### src/rtl/hit_response_if.sv
// hit_response_if
// Groups the per-player hit-response signals into one bundle.
//   frame_tick   : one-cycle pulse per game frame
//   round_reset  : one-cycle pulse that starts a new round
//   hit_flag     : 00 none, 01 basic, 10 directional, 11 illegal
//   player_state : player FSM state, 4'd2 means blocking
//   stun_type    : 00 none, 01 hitstun, 10 blockstun, 11 KO
//   stun_frames  : remaining stun frames
//   health       : current health
//   hit_ack      : one-cycle pulse for each accepted hit
// The master modport is the side that produces the game inputs; the slave
// modport is the hit_response block itself.
interface hit_response_if;
    logic       frame_tick;
    logic       round_reset;
    logic [1:0] hit_flag;
    logic [3:0] player_state;
    logic [1:0] stun_type;
    logic [4:0] stun_frames;
    logic [6:0] health;
    logic       hit_ack;

    modport master (
        output frame_tick, round_reset, hit_flag, player_state,
        input  stun_type, stun_frames, health, hit_ack
    );

    modport slave (
        input  frame_tick, round_reset, hit_flag, player_state,
        output stun_type, stun_frames, health, hit_ack
    );
endinterface

### src/rtl/hit_response.sv
// hit_response
// Turns rising edges of the hit-detection flag into damage, stun and KO for
// one player.
//   clk   : system clock
//   rst_n : asynchronous active-low reset
//   bus   : hit_response_if.slave (game inputs in, stun/health/ack out)
module hit_response #(
    parameter logic [6:0] MAX_HEALTH      = 7'd100,
    parameter logic [6:0] BASIC_DMG       = 7'd5,
    parameter logic [6:0] DIR_DMG         = 7'd10,
    parameter logic [6:0] CHIP_DMG        = 7'd1,
    parameter logic [4:0] BASIC_HITSTUN   = 5'd12,
    parameter logic [4:0] DIR_HITSTUN     = 5'd18,
    parameter logic [4:0] BASIC_BLOCKSTUN = 5'd6,
    parameter logic [4:0] DIR_BLOCKSTUN   = 5'd9
) (
    input logic         clk,
    input logic         rst_n,
    hit_response_if.slave bus
);

    // Encoding matches the stun_type output directly.
    typedef enum logic [1:0] {
        IDLE      = 2'b00,
        HITSTUN   = 2'b01,
        BLOCKSTUN = 2'b10,
        KO        = 2'b11
    } state_t;

    state_t     state_q, state_d;
    logic [4:0] frames_q, frames_d;
    logic [6:0] health_q, health_d;
    logic       ack_q, ack_d;
    logic [1:0] prev_flag;
    // Set once hit_flag has really been sampled after reset; the forced 00
    // in prev_flag during reset must not count as a sampled "no hit".
    logic       flag_sampled;

    logic       accept;
    logic       blocked;
    logic       basic;
    logic [7:0] dmg;
    logic [7:0] remain;

    // A hit is a fresh 01/10 edge seen while idle.
    assign basic   = (bus.hit_flag == 2'b01);
    assign blocked = (bus.player_state == 4'd2);
    assign accept  = (state_q == IDLE) && flag_sampled && (prev_flag == 2'b00) &&
                     ((bus.hit_flag == 2'b01) || (bus.hit_flag == 2'b10));

    // State and output registers; reset clears everything without a clock.
    always_ff @(posedge clk or negedge rst_n) begin
        if (!rst_n) begin
            state_q      <= IDLE;
            frames_q     <= 5'd0;
            health_q     <= MAX_HEALTH;
            ack_q        <= 1'b0;
            prev_flag    <= 2'b00;
            flag_sampled <= 1'b0;
        end else begin
            state_q      <= state_d;
            frames_q     <= frames_d;
            health_q     <= health_d;
            ack_q        <= ack_d;
            prev_flag    <= bus.round_reset ? 2'b00 : bus.hit_flag;
            flag_sampled <= 1'b1;
        end
    end

    // Next-state logic. Round reset wins over hits and ticks; an accepted hit
    // wins over a tick (they cannot coincide, since accept needs IDLE).
    // Damage is worked out at 8 bits so a negative result shows up in bit 7
    // instead of wrapping; a zero-or-negative remainder means damage >= health.
    always_comb begin
        state_d  = state_q;
        frames_d = frames_q;
        health_d = health_q;
        ack_d    = 1'b0;
        dmg      = 8'd0;
        remain   = 8'd0;
        if (bus.round_reset) begin
            state_d  = IDLE;
            frames_d = 5'd0;
            health_d = MAX_HEALTH;
        end else if (accept) begin
            ack_d = 1'b1;
            if (blocked) begin
                dmg      = {1'b0, CHIP_DMG};
                remain   = {1'b0, health_q} - dmg;
                state_d  = BLOCKSTUN;
                frames_d = basic ? BASIC_BLOCKSTUN : DIR_BLOCKSTUN;
                // Chip damage floors at 1 so blocking can never KO.
                health_d = (remain[7] || (remain == 8'd0)) ? 7'd1 : remain[6:0];
            end else begin
                dmg    = {1'b0, (basic ? BASIC_DMG : DIR_DMG)};
                remain = {1'b0, health_q} - dmg;
                if (remain[7] || (remain == 8'd0)) begin
                    state_d  = KO;
                    frames_d = 5'd0;
                    health_d = 7'd0;
                end else begin
                    state_d  = HITSTUN;
                    frames_d = basic ? BASIC_HITSTUN : DIR_HITSTUN;
                    health_d = remain[6:0];
                end
            end
        end else if (((state_q == HITSTUN) || (state_q == BLOCKSTUN)) && bus.frame_tick) begin
            // The tick that consumes the last frame also ends the stun.
            if (frames_q <= 5'd1) begin
                frames_d = 5'd0;
                state_d  = IDLE;
            end else begin
                frames_d = frames_q - 5'd1;
            end
        end
    end

    assign bus.stun_type   = 2'(state_q);
    assign bus.stun_frames = frames_q;
    assign bus.health      = health_q;
    assign bus.hit_ack     = ack_q;

endmodule

### src/flat_wrapper.sv
// flat-port wrapper written by rule: the top's interface ports become plain ports
module hit_response_flat 
#(
    parameter logic [6:0] MAX_HEALTH      = 7'd100,
    parameter logic [6:0] BASIC_DMG       = 7'd5,
    parameter logic [6:0] DIR_DMG         = 7'd10,
    parameter logic [6:0] CHIP_DMG        = 7'd1,
    parameter logic [4:0] BASIC_HITSTUN   = 5'd12,
    parameter logic [4:0] DIR_HITSTUN     = 5'd18,
    parameter logic [4:0] BASIC_BLOCKSTUN = 5'd6,
    parameter logic [4:0] DIR_BLOCKSTUN   = 5'd9
)
  (clk, rst_n, bus_frame_tick, bus_round_reset, bus_hit_flag, bus_player_state, bus_stun_type, bus_stun_frames, bus_health, bus_hit_ack);
  hit_response_if bus_i ();
  input logic clk;
  input logic rst_n;
  input wire logic [$bits(bus_i.frame_tick)-1:0] bus_frame_tick;
  input wire logic [$bits(bus_i.round_reset)-1:0] bus_round_reset;
  input wire logic [$bits(bus_i.hit_flag)-1:0] bus_hit_flag;
  input wire logic [$bits(bus_i.player_state)-1:0] bus_player_state;
  output wire logic [$bits(bus_i.stun_type)-1:0] bus_stun_type;
  output wire logic [$bits(bus_i.stun_frames)-1:0] bus_stun_frames;
  output wire logic [$bits(bus_i.health)-1:0] bus_health;
  output wire logic [$bits(bus_i.hit_ack)-1:0] bus_hit_ack;
  assign bus_i.frame_tick = bus_frame_tick;
  assign bus_i.round_reset = bus_round_reset;
  assign bus_i.hit_flag = bus_hit_flag;
  assign bus_i.player_state = bus_player_state;
  assign bus_stun_type = bus_i.stun_type;
  assign bus_stun_frames = bus_i.stun_frames;
  assign bus_health = bus_i.health;
  assign bus_hit_ack = bus_i.hit_ack;
  hit_response #(.MAX_HEALTH(MAX_HEALTH), .BASIC_DMG(BASIC_DMG), .DIR_DMG(DIR_DMG), .CHIP_DMG(CHIP_DMG), .BASIC_HITSTUN(BASIC_HITSTUN), .DIR_HITSTUN(DIR_HITSTUN), .BASIC_BLOCKSTUN(BASIC_BLOCKSTUN), .DIR_BLOCKSTUN(DIR_BLOCKSTUN)) u_core (.clk(clk), .rst_n(rst_n), .bus(bus_i));
endmodule
### config.mk
export PLATFORM = sky130hd
export DESIGN_NAME = hit_response_flat
export DESIGN_NICKNAME = d
export VERILOG_FILES = /design/src/rtl/hit_response_if.sv /design/src/rtl/hit_response.sv /design/src/flat_wrapper.sv
export SDC_FILE = /design/constraint.sdc
export NUM_CORES = 1
export LEC_CHECK = 0
export BUFFER_PORTS_ARGS = -buffer_cell sky130_fd_sc_hd__buf_2
export CAP_MARGIN = 30
export CORE_UTILIZATION = 50
export DETAILED_ROUTE_END_ITERATION = 8
export PLACE_DENSITY = 0.74
export RECOVER_POWER = 50
export SKIP_CTS_REPAIR_TIMING = 1
export SLEW_MARGIN = 30
export SYNTH_ARGS = -nofsm -noshare
export SYNTH_HDL_FRONTEND = slang
export SYNTH_SLANG_ARGS = --single-unit
### constraint.sdc
create_clock -name clk -period 2.15 [get_ports clk]
set_clock_uncertainty 0.2 [all_clocks]
set_input_delay 0.1075 -clock clk [delete_from_list [all_inputs] [get_ports clk]]
set_output_delay 0.1075 -clock clk [all_outputs]
set_load 0.05 [all_outputs]
* Yosys cells after proc, flatten, opt, wreduce, memory -nomap -nowiden
Cells that the tools add are included.
Storage, ports and cells: memories 0, RAM bits 0, input port bits 10, word-level logic and storage cells 54, register bits 18, output and inout bits 15, bits in latches 0, bits in read-only memories 0
Cells by class: magnitude comparators 1, $mul 0, equal/unequal tests 5, add/subtract/negate cells 3, shifts and indexed selects 0, multiplexer cells 23, bitwise logic cells 0, divide/modulo/power cells 0, reductions and logical operators 16
Operator list (number):
- 2-to-1 mux 5 bit | 7
- 2-to-1 mux 7 bit | 5
- logical NOT 8 bit | 2
- 2-to-1 mux 2 bit | 7
- 2-to-1 mux 4 bit | 2
- subtractor 7 x 1 -> 8 bit (second input constant) | 1
- subtractor 7 x 7 -> 8 bit | 1
- nonzero test 3 bit | 2
- less-or-equal comparator 5 x 1 -> 1 bit (second input constant) | 1
- subtractor 5 x 1 -> 5 bit (second input constant) | 1
- == test 2 x 1 -> 1 bit (second input constant) | 2
- == test 2 bit (second input constant) | 2
- == test 4 x 2 -> 1 bit (second input constant) | 1
- logical AND 1 bit | 4
- logical NOT 2 bit | 2
- logical OR 1 bit | 4
- 2-to-1 mux 1 bit | 2
- AND reduction 2 bit | 1
- nonzero test 2 bit | 1

* Longest topological paths before layout
Gate-level depths: netlist of run 1.
depth after elaboration 9, gate-level depth with buffers 11, gate-level depth less buffers 10

* Worst setup path before layout of run 1
No wires, ideal clock.
kind reg2reg, start point register u_core.health_q[0] (netlist: u_core.bus.health[0]), end point register u_core.health_q[1] (netlist: u_core.bus.health[1]), required time 1.854 ns, arrival time 2.249 ns, cell stages (with the launch flop) 10, path buffers 1, library setup time 0.096 ns, clock period less this slack 2.545 ns, path slack -0.395 ns, cell sequence dfrtp_1 inv_1 ha_1 buf_2 nand2_1 o21ai_0 mux2_2 a41o_1 or2_1 a311oi_2
On the way: longest elaborated chain between the ends 7, elaborated cells on any way between the ends 11, classes of those cells 2 x add/sub; 5 x mux; 4 x reduce/logical
Ends and longest elaborated chain:
- from (decl) | line hit_response.sv:32 | logic [6:0] health_q, health_d;
- from (signal assigned) | line hit_response.sv:63 | health_q <= health_d;
- subtractor 7 x 7 -> 8 bit or subtractor 7 x 1 -> 8 bit (tied branches) | line hit_response.sv:96, hit_response.sv:89
- logical NOT 8 bit (on tied branches) | line hit_response.sv:97, hit_response.sv:93
- logical OR 1 bit (on tied branches) | line hit_response.sv:97, hit_response.sv:93
- 2-to-1 mux 7 bit (on tied branches) | line hit_response.sv:97, hit_response.sv:93
- 2-to-1 mux 7 bit (*) | line hit_response.sv:87 | if (blocked) begin
- 2-to-1 mux 7 bit (*) | line hit_response.sv:85 | end else if (accept) begin
- 2-to-1 mux 7 bit (*) | line hit_response.sv:81 | if (bus.round_reset) begin
Every way passes the cells marked *; elsewhere a longest branch is shown, timed or not. The select of a mux whose other input is x is not followed. A chain may end at the register's enable or synchronous reset.

* Worst setup path in the final report of run 1
start point register u_core.health_q[1] (netlist: u_core.bus.health[1]), end point register u_core.health_q[5] (netlist: u_core.bus.health[5])
Same word-level chain as after synthesis.

==> results of run 1 <==
-- metrics by stage --
stage | TNS [ns] | area [sq um]
global placement | -1.49 | 2100
floorplan | -1.57 | 1670
CTS | -2.29 | 2130
global route | -2.92 | 2300
detailed placement | -2.30 | 2100
finish | -1.80 | 2300
-- layout by cell type (no fill, tap or decap), drive strengths merged, types with 2 or more instances in the layout --
cell type | netlist | layout
buf | 7 | 69
nand2 | 17 | 17
dfrtp | 15 | 15
o21ai | 14 | 14
inv | 12 | 12
a21oi | 11 | 11
nor2 | 9 | 9
ha | 9 | 9
nor3 | 8 | 8
nand3 | 7 | 7
clkbuf | 2 | 6
dlygate4sd3 | 0 | 5
or3 | 5 | 5
nor2b | 4 | 4
xnor2 | 4 | 4
xor2 | 4 | 4
o211ai | 3 | 3
o22ai | 3 | 3
o21bai | 3 | 3
dfstp | 3 | 3
nor4b | 3 | 3
o31ai | 3 | 3
nand3b | 2 | 2
nand4 | 2 | 2
and2 | 2 | 2
a31oi | 2 | 2
nand2b | 2 | 2
a211oi | 2 | 2
or2 | 2 | 2
or4b | 2 | 2
mux2 | 2 | 2
-- flip-flops by register name, summed over array words and instances (netlist names) --
name / flops
u_core.bus.health: 7
u_core.bus.stun_type: 2
u_core.bus.stun_frames: 5
u_core.bus.hit_ack: 1
u_core.prev_flag: 2
u_core.flag_sampled: 1
-- kinds of logic after synthesis --
family | share of synthesized area (%)
AOI/OAI and AO/OA | 26.9
xor gates and xnor gates | 4.82
adders and majority gates | 7.00
buffers and inverters | 6.22
DFF | 28.2
muxes | 1.40
other | 0.233
and+or+nand+nor | 25.2
-- per-layer routing --
layer | up-vias | share of wire [%] | track usage (%)
li1 | 823 | - | -
met1 | 811 | 41 | 36.0
met2 | 102 | 47 | 48.1
met3 | 15 | 9.2 | 7.03
met4 | 0 | 2.2 | 12.6
met5 | - | 0 | 0
-- power by group --
group          internal (uW)  leakage, uW  total (uW)  switching (uW)
clock                    104    0.0000210         231             128
combinational            375     0.000759         919             544
sequential               398     0.000222         478            80.2
total                    877      0.00100        1630             751
-- synth_stat cells, types with 2 or more instances --
library cell | number | area (sq um)
nor3_1 | 7 | 35.0
mux2_2 | 2 | 22.5
nor2b_1 | 4 | 25.0
nand2_1 | 17 | 63.8
dfstp_2 | 3 | 78.8
buf_6 | 2 | 22.5
dfrtp_1 | 15 | 375
a21oi_1 | 11 | 55.1
ha_1 | 9 | 113
o22ai_1 | 3 | 18.8
o21bai_1 | 3 | 22.5
a31oi_1 | 2 | 12.5
o21ai_0 | 13 | 65.1
nand4_1 | 2 | 12.5
nor2_1 | 8 | 30.0
inv_1 | 12 | 45.0
clkbuf_1 | 2 | 7.51
nand3b_1 | 2 | 15.0
nand3_1 | 7 | 35.0
nand2b_1 | 2 | 12.5
xor2_1 | 3 | 26.3
xnor2_1 | 4 | 35.0
and2_1 | 2 | 12.5
o211ai_1 | 3 | 22.5
or3_1 | 4 | 25.0
buf_2 | 5 | 25.0
-- worst max path at each step --
| stage | start | to | slack [ns] |
|---|---|---|---|
| 2_1_floorplan | u_core.bus.health[1] | u_core.bus.health[5] | -0.24 |
| 3_3_place_gp | bus_hit_flag[1] | u_core.bus.health[5] | -0.20 |
| 3_5_place_dp | bus_hit_flag[1] | u_core.bus.health[5] | -0.28 |
| 4_1_cts | u_core.bus.health[0] | u_core.bus.health[5] | -0.30 |
| 5_1_grt | u_core.bus.health[1] | u_core.bus.health[5] | -0.37 |
| 6_report | u_core.bus.health[1] | u_core.bus.health[5] | -0.25 |
-- critical path, delay by kind of cell (launching register included) --
kind,cells,cell delay [ns]
adders and majority gates,1,0.21
AOI/OAI and AO/OA,5,0.96
xor gates and xnor gates,2,0.47
DFF,1,0.47
-- final cells by class --
| type | count | area share, % |
|---|---|---|
| Multi-Input combinational cell | 146 | 50.8 |
| Timing Repair Buffer | 76 | 23.0 |
| Sequential cell | 18 | 20.2 |
| Tap cell | 44 | 2.40 |
| Inverter | 12 | 2.07 |
| Clock buffer | 4 | 1.58 |
==> metrics.cfg, run 1 <==
[run_status]
status = finished with violations
violations = negative setup slack

[pwr]
peakVddDrop_mv = 0.710
totalPowerFinal_uw = 1630
pwr_density_cell_mw_per_mm2 = 709
leakagePower_uw = 0.00100

[timing]
finalCriticalPeriod_ns = 2.40
clock.fmax_mhz = 417
setup_viol = 12
max_slew.worst_pin.slew_ns = 1.01
worst_hold_slack_ns = 0.0177
worst_slack_ns = -0.250
rsz0062_at_grt = yes
hold_viol = 0
period_share_pct = 112
maxSlewHeadroom_pct = 33.0
drv_slew = 0

[worst_setup_path]
reg2reg_from = u_core.bus.health[1]
slowest_stage = dfrtp_2
reg2regPathDepth = 8
crit_type = reg -> reg
worstPathCellList = xor2_1, ha_2, a21oi_2, o21bai_1, a22oi_2, xor2_2, o31ai_4, a2111oi_2
crit_fanout = 6
timing.rr.end = u_core.bus.health[5]
worstSetupEndpointType = flip-flop
arrival_ns = 2.42
startpoint_type = flip-flop
cpPeakStageDelay_ns = 0.47
reg2reg_slack_ns = -0.25
worstPathRequired_ns = 2.17

[grt]
grt_pass1_vias = 1658
grt_use_total_pct = 29.1
grt_start_max_net_pins = 19
gr-total-overflow = 0
grt_pass1_wl_mm = 7.55
antenna_found_initial = 0

[yosys]
synth_cells = 185
yosysWarningCount = 0
syn_nets = 204
synth_area_per_cell_sq_um = 8.70
synth-edff-count = 0
ys.flop_type = dfrtp_1
netlist_area_sq_mm = 0.00161
ys_ff_latch = 18
synthArstFlopShare_pct = 100
yosysSeqAreaShare_pct = 28.2
synth_cell_types = 64

[clock_network]
clock_tree.buffer_depth = 2
cts.htree.levels = 1
cts_buffers = 3
cts_root_buf = clkbuf_4
clkSinkCount = 18
clock_latency_ns = 0.32
cts.clk_slew.worst_paths_ns = 0.13
cts_tree = built

[worst_hold_path]
hold_path_end = u_core.bus.stun_type[0]
holdPathStages = 4
min_from = bus_player_state[0]
holdCritPathClass = in -> reg

[routing]
drt_iter0_markers = 128
drt_pass1_iterations = 4
drc_errors = 0
wire_per_inst_um = 16.2
viasPerCell = 5.84
postRouteAntennaNets = 0
drt_wl_total_mm = 4.85
num_vias = 1751

[finish]
fillers = 221
layout.nets = 276
seqCellArea_sq_um = 464
fin_cells = 300
multi_input_comb_area_sq_mm = 0.00117
fin_util_pct = 75.2
area_growth_pct = 42.8
drive_gt1_share_pct = 46.1
diodes = 0

[floorplan]
die_h_um = 58.7
die_x_um = 58.7
rows = 20
initial_core_util_pct = 52.7
design.die.area_sq_mm = 0.00345
core_sq_mm = 0.00305
ios = 25

[run]
drv_cap = 0

[placed_design]
hpwl_mm = 3.62
dp.cells = 286
io_buffers = 24
gp_congestion = 0.938
dpl_worst_slack_ns = -0.282

No activity file was read; power rests on OpenSTA's default activity.
==> run 2, diff against run 1 <==
- GPL_TIMING_DRIVEN: default -> 0
==> run 2 against run 1 <==
The run still ends with negative setup slack left. Via count is 5.0% lower. Final cell count is 8.3% lower. Combinational power is 4.4% lower. Maximum frequency is 7.8% lower. Global-route usage is 3.4 points lower. Register-to-register slack worse by 0.20 ns.
==> metrics.cfg, run 2 (synthesized netlist as in run 1, its figures left out) <==
[run_status]
status = finished with violations
violations = negative setup slack

[timing]
max_slew.worst_pin.slew_ns = 0.986  ; -0.0189 ns
clock.fmax_mhz = 384  ; -7.8%
setup_viol = 11  ; -1
worst_slack_ns = -0.453  ; -0.202 ns
finalCriticalPeriod_ns = 2.60  ; +0.202 ns
period_share_pct = 121  ; +9.4 points
maxSlewHeadroom_pct = 34.3  ; +1.3 points
rsz0062_at_grt = yes
setup_tns_ns = -3.87  ; -2.07 ns
drv_slew = 0  ; unchanged
hold_viol = 0  ; unchanged

[worst_setup_path]
cpPeakStageDelay_ns = 0.49  ; +0.02 ns
crit_end = u_core.bus.health[6]
worstPathRequired_ns = 2.20  ; +0.03 ns
crit_type = reg -> reg
slowest_stage = dfrtp_2
timing.rr.end = u_core.bus.health[6]
startpoint_type = flip-flop
reg2regPathDepth = 9  ; +1
reg2reg_slack_ns = -0.45  ; -0.20 ns
startpoint = u_core.bus.health[1]
worstSetupEndpointType = flip-flop
arrival_ns = 2.65  ; +0.23 ns
crit_fanout = 7  ; +1
reg2reg_from = u_core.bus.health[1]
worstPathCellList = xor2_1, ha_2, a21oi_4, xnor2_2, nor4_2, inv_1, o31ai_4, buf_4, a221oi_2

[clock_network]
cts_buffers = 3  ; unchanged
cts.htree.levels = 1  ; unchanged
clock_latency_ns = 0.32  ; about the same
cts_root_buf = clkbuf_4
cts_tree = built
cts.clk_slew.worst_paths_ns = 0.12  ; about the same
clock_tree.buffer_depth = 2  ; unchanged
clkSinkCount = 18  ; unchanged

[pwr]
leakagePower_uw = 0.000889  ; -11%
totalPowerFinal_uw = 1580  ; -2.8%
pwr_density_cell_mw_per_mm2 = 748  ; +5.5%
peakVddDrop_mv = 0.668  ; -5.9%

[routing]
drt_iter0_markers = 90  ; -30%
wire_per_inst_um = 17.0  ; +5.0%
drc_errors = 0  ; unchanged
num_vias = 1663  ; -5.0%
drt_wl_total_mm = 4.67  ; -3.8%
viasPerCell = 6.05  ; +3.6%
postRouteAntennaNets = 0  ; unchanged
drt_pass1_iterations = 4  ; unchanged

[worst_hold_path]
holdCritPathClass = in -> reg
holdPathStages = 4  ; unchanged

[floorplan]
initial_core_util_pct = 52.7  ; unchanged
ios = 25  ; unchanged
rows = 20  ; unchanged
design.die.area_sq_mm = 0.00345  ; unchanged
die_x_um = 58.7  ; unchanged
core_sq_mm = 0.00305  ; unchanged
die_h_um = 58.7  ; unchanged

[finish]
final_cell_mix = 25 x buf_2, 18 x buf_4, 15 x nand2_1
area_growth_pct = 31.5
largest_reg_flops = 7  ; unchanged
drive_gt1_share_pct = 42.9  ; -3.2 points
seqCellArea_sq_um = 464  ; unchanged
fin_util_pct = 69.3  ; -5.9 points
final_area_sq_mm = 0.00212  ; -7.9%
layout.nets = 251  ; -9.1%
multi_input_comb_area_sq_mm = 0.00118  ; +1.6%
diodes = 0  ; unchanged
fillers = 248  ; +12%
fin_cells = 275  ; -8.3%
final_common_cell = buf_2

[grt]
grt_pass1_wl_mm = 6.72  ; -11%
gr-total-overflow = 0  ; unchanged
grt_pass1_vias = 1464  ; -12%
grt_use_total_pct = 25.7  ; -3.4 points
antenna_found_initial = 0  ; unchanged
grt_start_max_net_pins = 19  ; unchanged

[placed_design]
placed_area_sq_mm = 0.00184  ; -12%
hpwl_mm = 3.00  ; -17%
gp_congestion = 0.869  ; -7.4%
io_buffers = 24  ; unchanged
dp.cells = 253  ; -12%

[run]
drv_cap = 0  ; unchanged

-- run 2: cell count changes in the layout (fill, tap and decap cells not counted), sizes merged --
cell         before  now
buf              69   45
clkbuf            6    7
dlygate4sd3       5    3
-- run 2: final cells by class --
type                            count  share of cell area (%)
Timing Repair Buffer               46                    14.0
Buffer                              5                    1.54
Sequential cell                    18                    21.9
Clock buffer                        4                    1.71
Tap cell                           44                    2.60
Inverter                           12                    2.25
Multi-Input combinational cell    146                    56.0
-- run 2: how the worst min path moves through the flow --
stage	startpoint	endpoint	slack, ns
2_1_floorplan	rst_n	u_core.bus.health[0]	-0.39
3_3_place_gp	rst_n	u_core.bus.hit_ack	-0.14
3_5_place_dp	rst_n	u_core.bus.stun_frames[1]	-0.13
4_1_cts	rst_n	u_core.bus.stun_frames[1]	-0.48
5_1_grt	bus_round_reset	u_core.bus.health[3]	0.04
6_report	bus_frame_tick	u_core.bus.stun_frames[0]	0.005
-- run 2: where the power goes --
group,leakage [uW],switching (uW),total [uW],internal (uW)
Sequential,0.000222,74.8,473,398
Combinational,0.000646,540,879,339
Clock,0.0000210,127,230,104
Total,0.000889,742,1580,841
-- run 2: critical path, delay by kind of cell, from the launching register on --
kind	cells	cell delay (ns)
simple gates	1	0.33
flops	1	0.49
fa+ha+maj	1	0.24
compound gates	3	0.56
xor+xnor	2	0.37
buf+inv	2	0.34
-- run 2: metal layers --
layer / global-route usage [%] / part of all wire (%)
met1: 35.6 / 43
met2: 42.0 / 47
met3: 3.08 / 8.4
met4: 7.82 / 1.6
met5: 0 / 0
-- run 2: per-stage QoR --
step                hold WS, ns  setup slack, ns
global route             0.0377           -0.504
CTS                      -0.478           -0.387
floorplan                -0.388           -0.237
finish                  0.00465           -0.453
detailed placement       -0.134           -0.564
global placement         -0.145           -0.518
==> run 3, diff against run 2 <==
- SKIP_CTS_REPAIR_TIMING: 1 -> default
- clock period: 2.15 -> 2.3 ns (I/O delays scaled with it)
==> run 3 against run 2 <==
The run still ends with negative setup slack left. Setup slack better by 0.32 ns. Via count grew 0.42%. Core utilization down 0.82 points. Total power is 11% lower. Worst hold slack improved by 0.0015 ns. Combinational power decreased by 8.8%. Highest routed layer unchanged.
==> metrics.cfg, run 3 (synthesized netlist as in run 1, its figures left out) <==
[run_status]
status = finished with violations
violations = negative setup slack

[timing]
setup_viol = 9  ; -2
worst_slack_ns = -0.132  ; +0.321 ns
finalCriticalPeriod_ns = 2.43  ; -0.171 ns
setup_tns_ns = -0.794  ; +3.07 ns
drv_slew = 0  ; unchanged
max_slew.worst_pin.slew_ns = 0.987  ; +0.000898 ns
hold_viol = 0  ; unchanged
clock.fmax_mhz = 411  ; +7.0%
period_share_pct = 106  ; -15 points
rsz0062_at_grt = yes
maxSlewHeadroom_pct = 34.2  ; -0.060 points

[finish]
final_area_sq_mm = 0.00209  ; -1.2%
drive_gt1_share_pct = 37.7  ; -5.2 points
largest_reg_flops = 7  ; unchanged
layout.nets = 251  ; unchanged
final_cell_mix = 25 x buf_2, 16 x buf_4, 15 x nand2_1
final_common_cell = buf_2
fin_util_pct = 68.5  ; -0.82 points
area_growth_pct = 29.9
diodes = 0  ; unchanged

[pwr]
peakVddDrop_mv = 0.554  ; -17%
leakagePower_uw = 0.000893  ; +0.45%
pwr_density_cell_mw_per_mm2 = 670  ; -10%
totalPowerFinal_uw = 1400  ; -11%

[worst_setup_path]
cp.depth = 9  ; unchanged
reg2reg_from = u_core.bus.health[0]
crit_end = u_core.bus.stun_frames[1]
reg2reg_slack_ns = -0.13  ; +0.32 ns
crit_fanout = 6  ; -1
crit_type = reg -> reg
worstPathRequired_ns = 2.27  ; +0.07 ns
arrival_ns = 2.40  ; -0.25 ns
startpoint_type = flip-flop
critical_path.top_delay_family = compound AO/OA/AOI/OAI gates
worstPathCellList = nand2b_4, ha_4, a21oi_4, xnor2_1, nor4_1, inv_1, o31ai_4, buf_6, o211ai_1
timing.rr.end = u_core.bus.stun_frames[1]
reg2regPathDepth = 9  ; unchanged
startpoint = u_core.bus.health[0]
cpPeakStageDelay_ns = 0.46  ; -0.03 ns
crit_buf_inv = 2  ; unchanged
slowest_stage = dfrtp_2
worstSetupEndpointType = flip-flop

[routing]
viasPerCell = 6.07  ; +0.42%
dr_wl_met2_mm = 2.10  ; -4.4%
drt_iter0_markers = 137  ; +52%
wl_met1_mm = 1.83  ; -8.9%
wire_per_inst_um = 16.0  ; -6.0%
met3_length_um = 397  ; +1.8%
drt_wl_total_mm = 4.39  ; -6.0%
drc_errors = 0  ; unchanged
drt_pass1_iterations = 6  ; +2
postRouteAntennaNets = 0  ; unchanged
num_vias = 1670  ; +0.42%
routed.top_layer = met4

[clock_network]
clock_tree.buffer_depth = 2  ; unchanged
cts_buffers = 3  ; unchanged
cts.clk_slew.worst_paths_ns = 0.10  ; -0.02 ns
cts_tree = built
cts_root_buf = clkbuf_4
clock_latency_ns = 0.30  ; -0.02 ns
clkSinkCount = 18  ; unchanged
cts.htree.levels = 1  ; unchanged

[worst_hold_path]
holdCritPathClass = in -> reg

[placed_design]
placed_area_sq_mm = 0.00183  ; -0.75%
gp_congestion = 0.888  ; +2.2%
hpwl_mm = 2.97  ; -1.2%
io_buffers = 24  ; unchanged

[grt]
grt_pass1_wl_mm = 7.26  ; +8.0%
gr-total-overflow = 0  ; unchanged
grt_pass1_vias = 1535  ; +4.8%
grt_start_max_net_pins = 19  ; unchanged
grt_use_total_pct = 28.0  ; +2.3 points
antenna_found_initial = 0  ; unchanged

[floorplan]
die_h_um = 58.7  ; unchanged
rows = 20  ; unchanged
ios = 25  ; unchanged
design.die.area_sq_mm = 0.00345  ; unchanged
die_x_um = 58.7  ; unchanged
core_sq_mm = 0.00305  ; unchanged
initial_core_util_pct = 52.7  ; unchanged

[run]
drv_cap = 0  ; unchanged

-- run 3: worst min-delay path by stage --
stage	startpoint	to	cells after the start
2_1_floorplan	rst_n	u_core.bus.health[0]	0
3_3_place_gp	rst_n	u_core.bus.stun_type[0]	1
3_5_place_dp	rst_n	u_core.bus.stun_type[1]	1
4_1_cts	bus_frame_tick	u_core.bus.stun_frames[0]	4
5_1_grt	bus_round_reset	u_core.bus.hit_ack	3
6_report	bus_frame_tick	u_core.bus.stun_frames[0]	4
-- run 3: timing repair --
item                                    in CTS  in global routing
endpoints found under the setup margin       9                 11
hold buffers                                 3                  0
pin swaps                                   10                  6
setup buffers                               13                  4
resized for setup                           10                  7
hold endpoints to repair                    20                  0
-- run 3: per-stage QoR --
| stage | setup WS [ns] | hold WS (ns) | instances |
|---|---|---|---|
| global placement | -0.370 | -0.136 | 253 |
| floorplan | -0.0993 | -0.381 | 185 |
| finish | -0.132 | 0.00618 | 275 |
| global route | -0.217 | 0.0401 | 275 |
| detailed placement | -0.399 | -0.129 | 253 |
| CTS | -0.0622 | 0.00758 | 272 |
-- run 3: where the power goes --
part / switching [uW] / total (uW) / internal [uW]
registers: 62.3 / 434 / 372
logic: 503 / 802 / 299
clock network: 98.2 / 166 / 67.6
-- run 3: worst min-delay path, stage by stage --
cell	delay, ns
buf_2	0.07
nand2_1	0.07
nand2_2	0.13
o21ai_0	0.09
-- run 3: final cells by class --
cell class	instances	area, sq um
Buffer	7	48.8
Clock buffer	4	26.3
Fill cell	252	962
Inverter	12	45.0
Multi-Input combinational cell	146	1180
Sequential cell	18	460
Tap cell	44	55.1
Timing Repair Buffer	44	279
-- run 3: routing by layer --
| metal | vias up | GRT usage [%] |
|---|---|---|
| li1 | 770 | - |
| met1 | 791 | 38.0 |
| met2 | 98 | 45.3 |
| met3 | 11 | 6.37 |
| met4 | 0 | 6.46 |
| met5 | - | 0 |
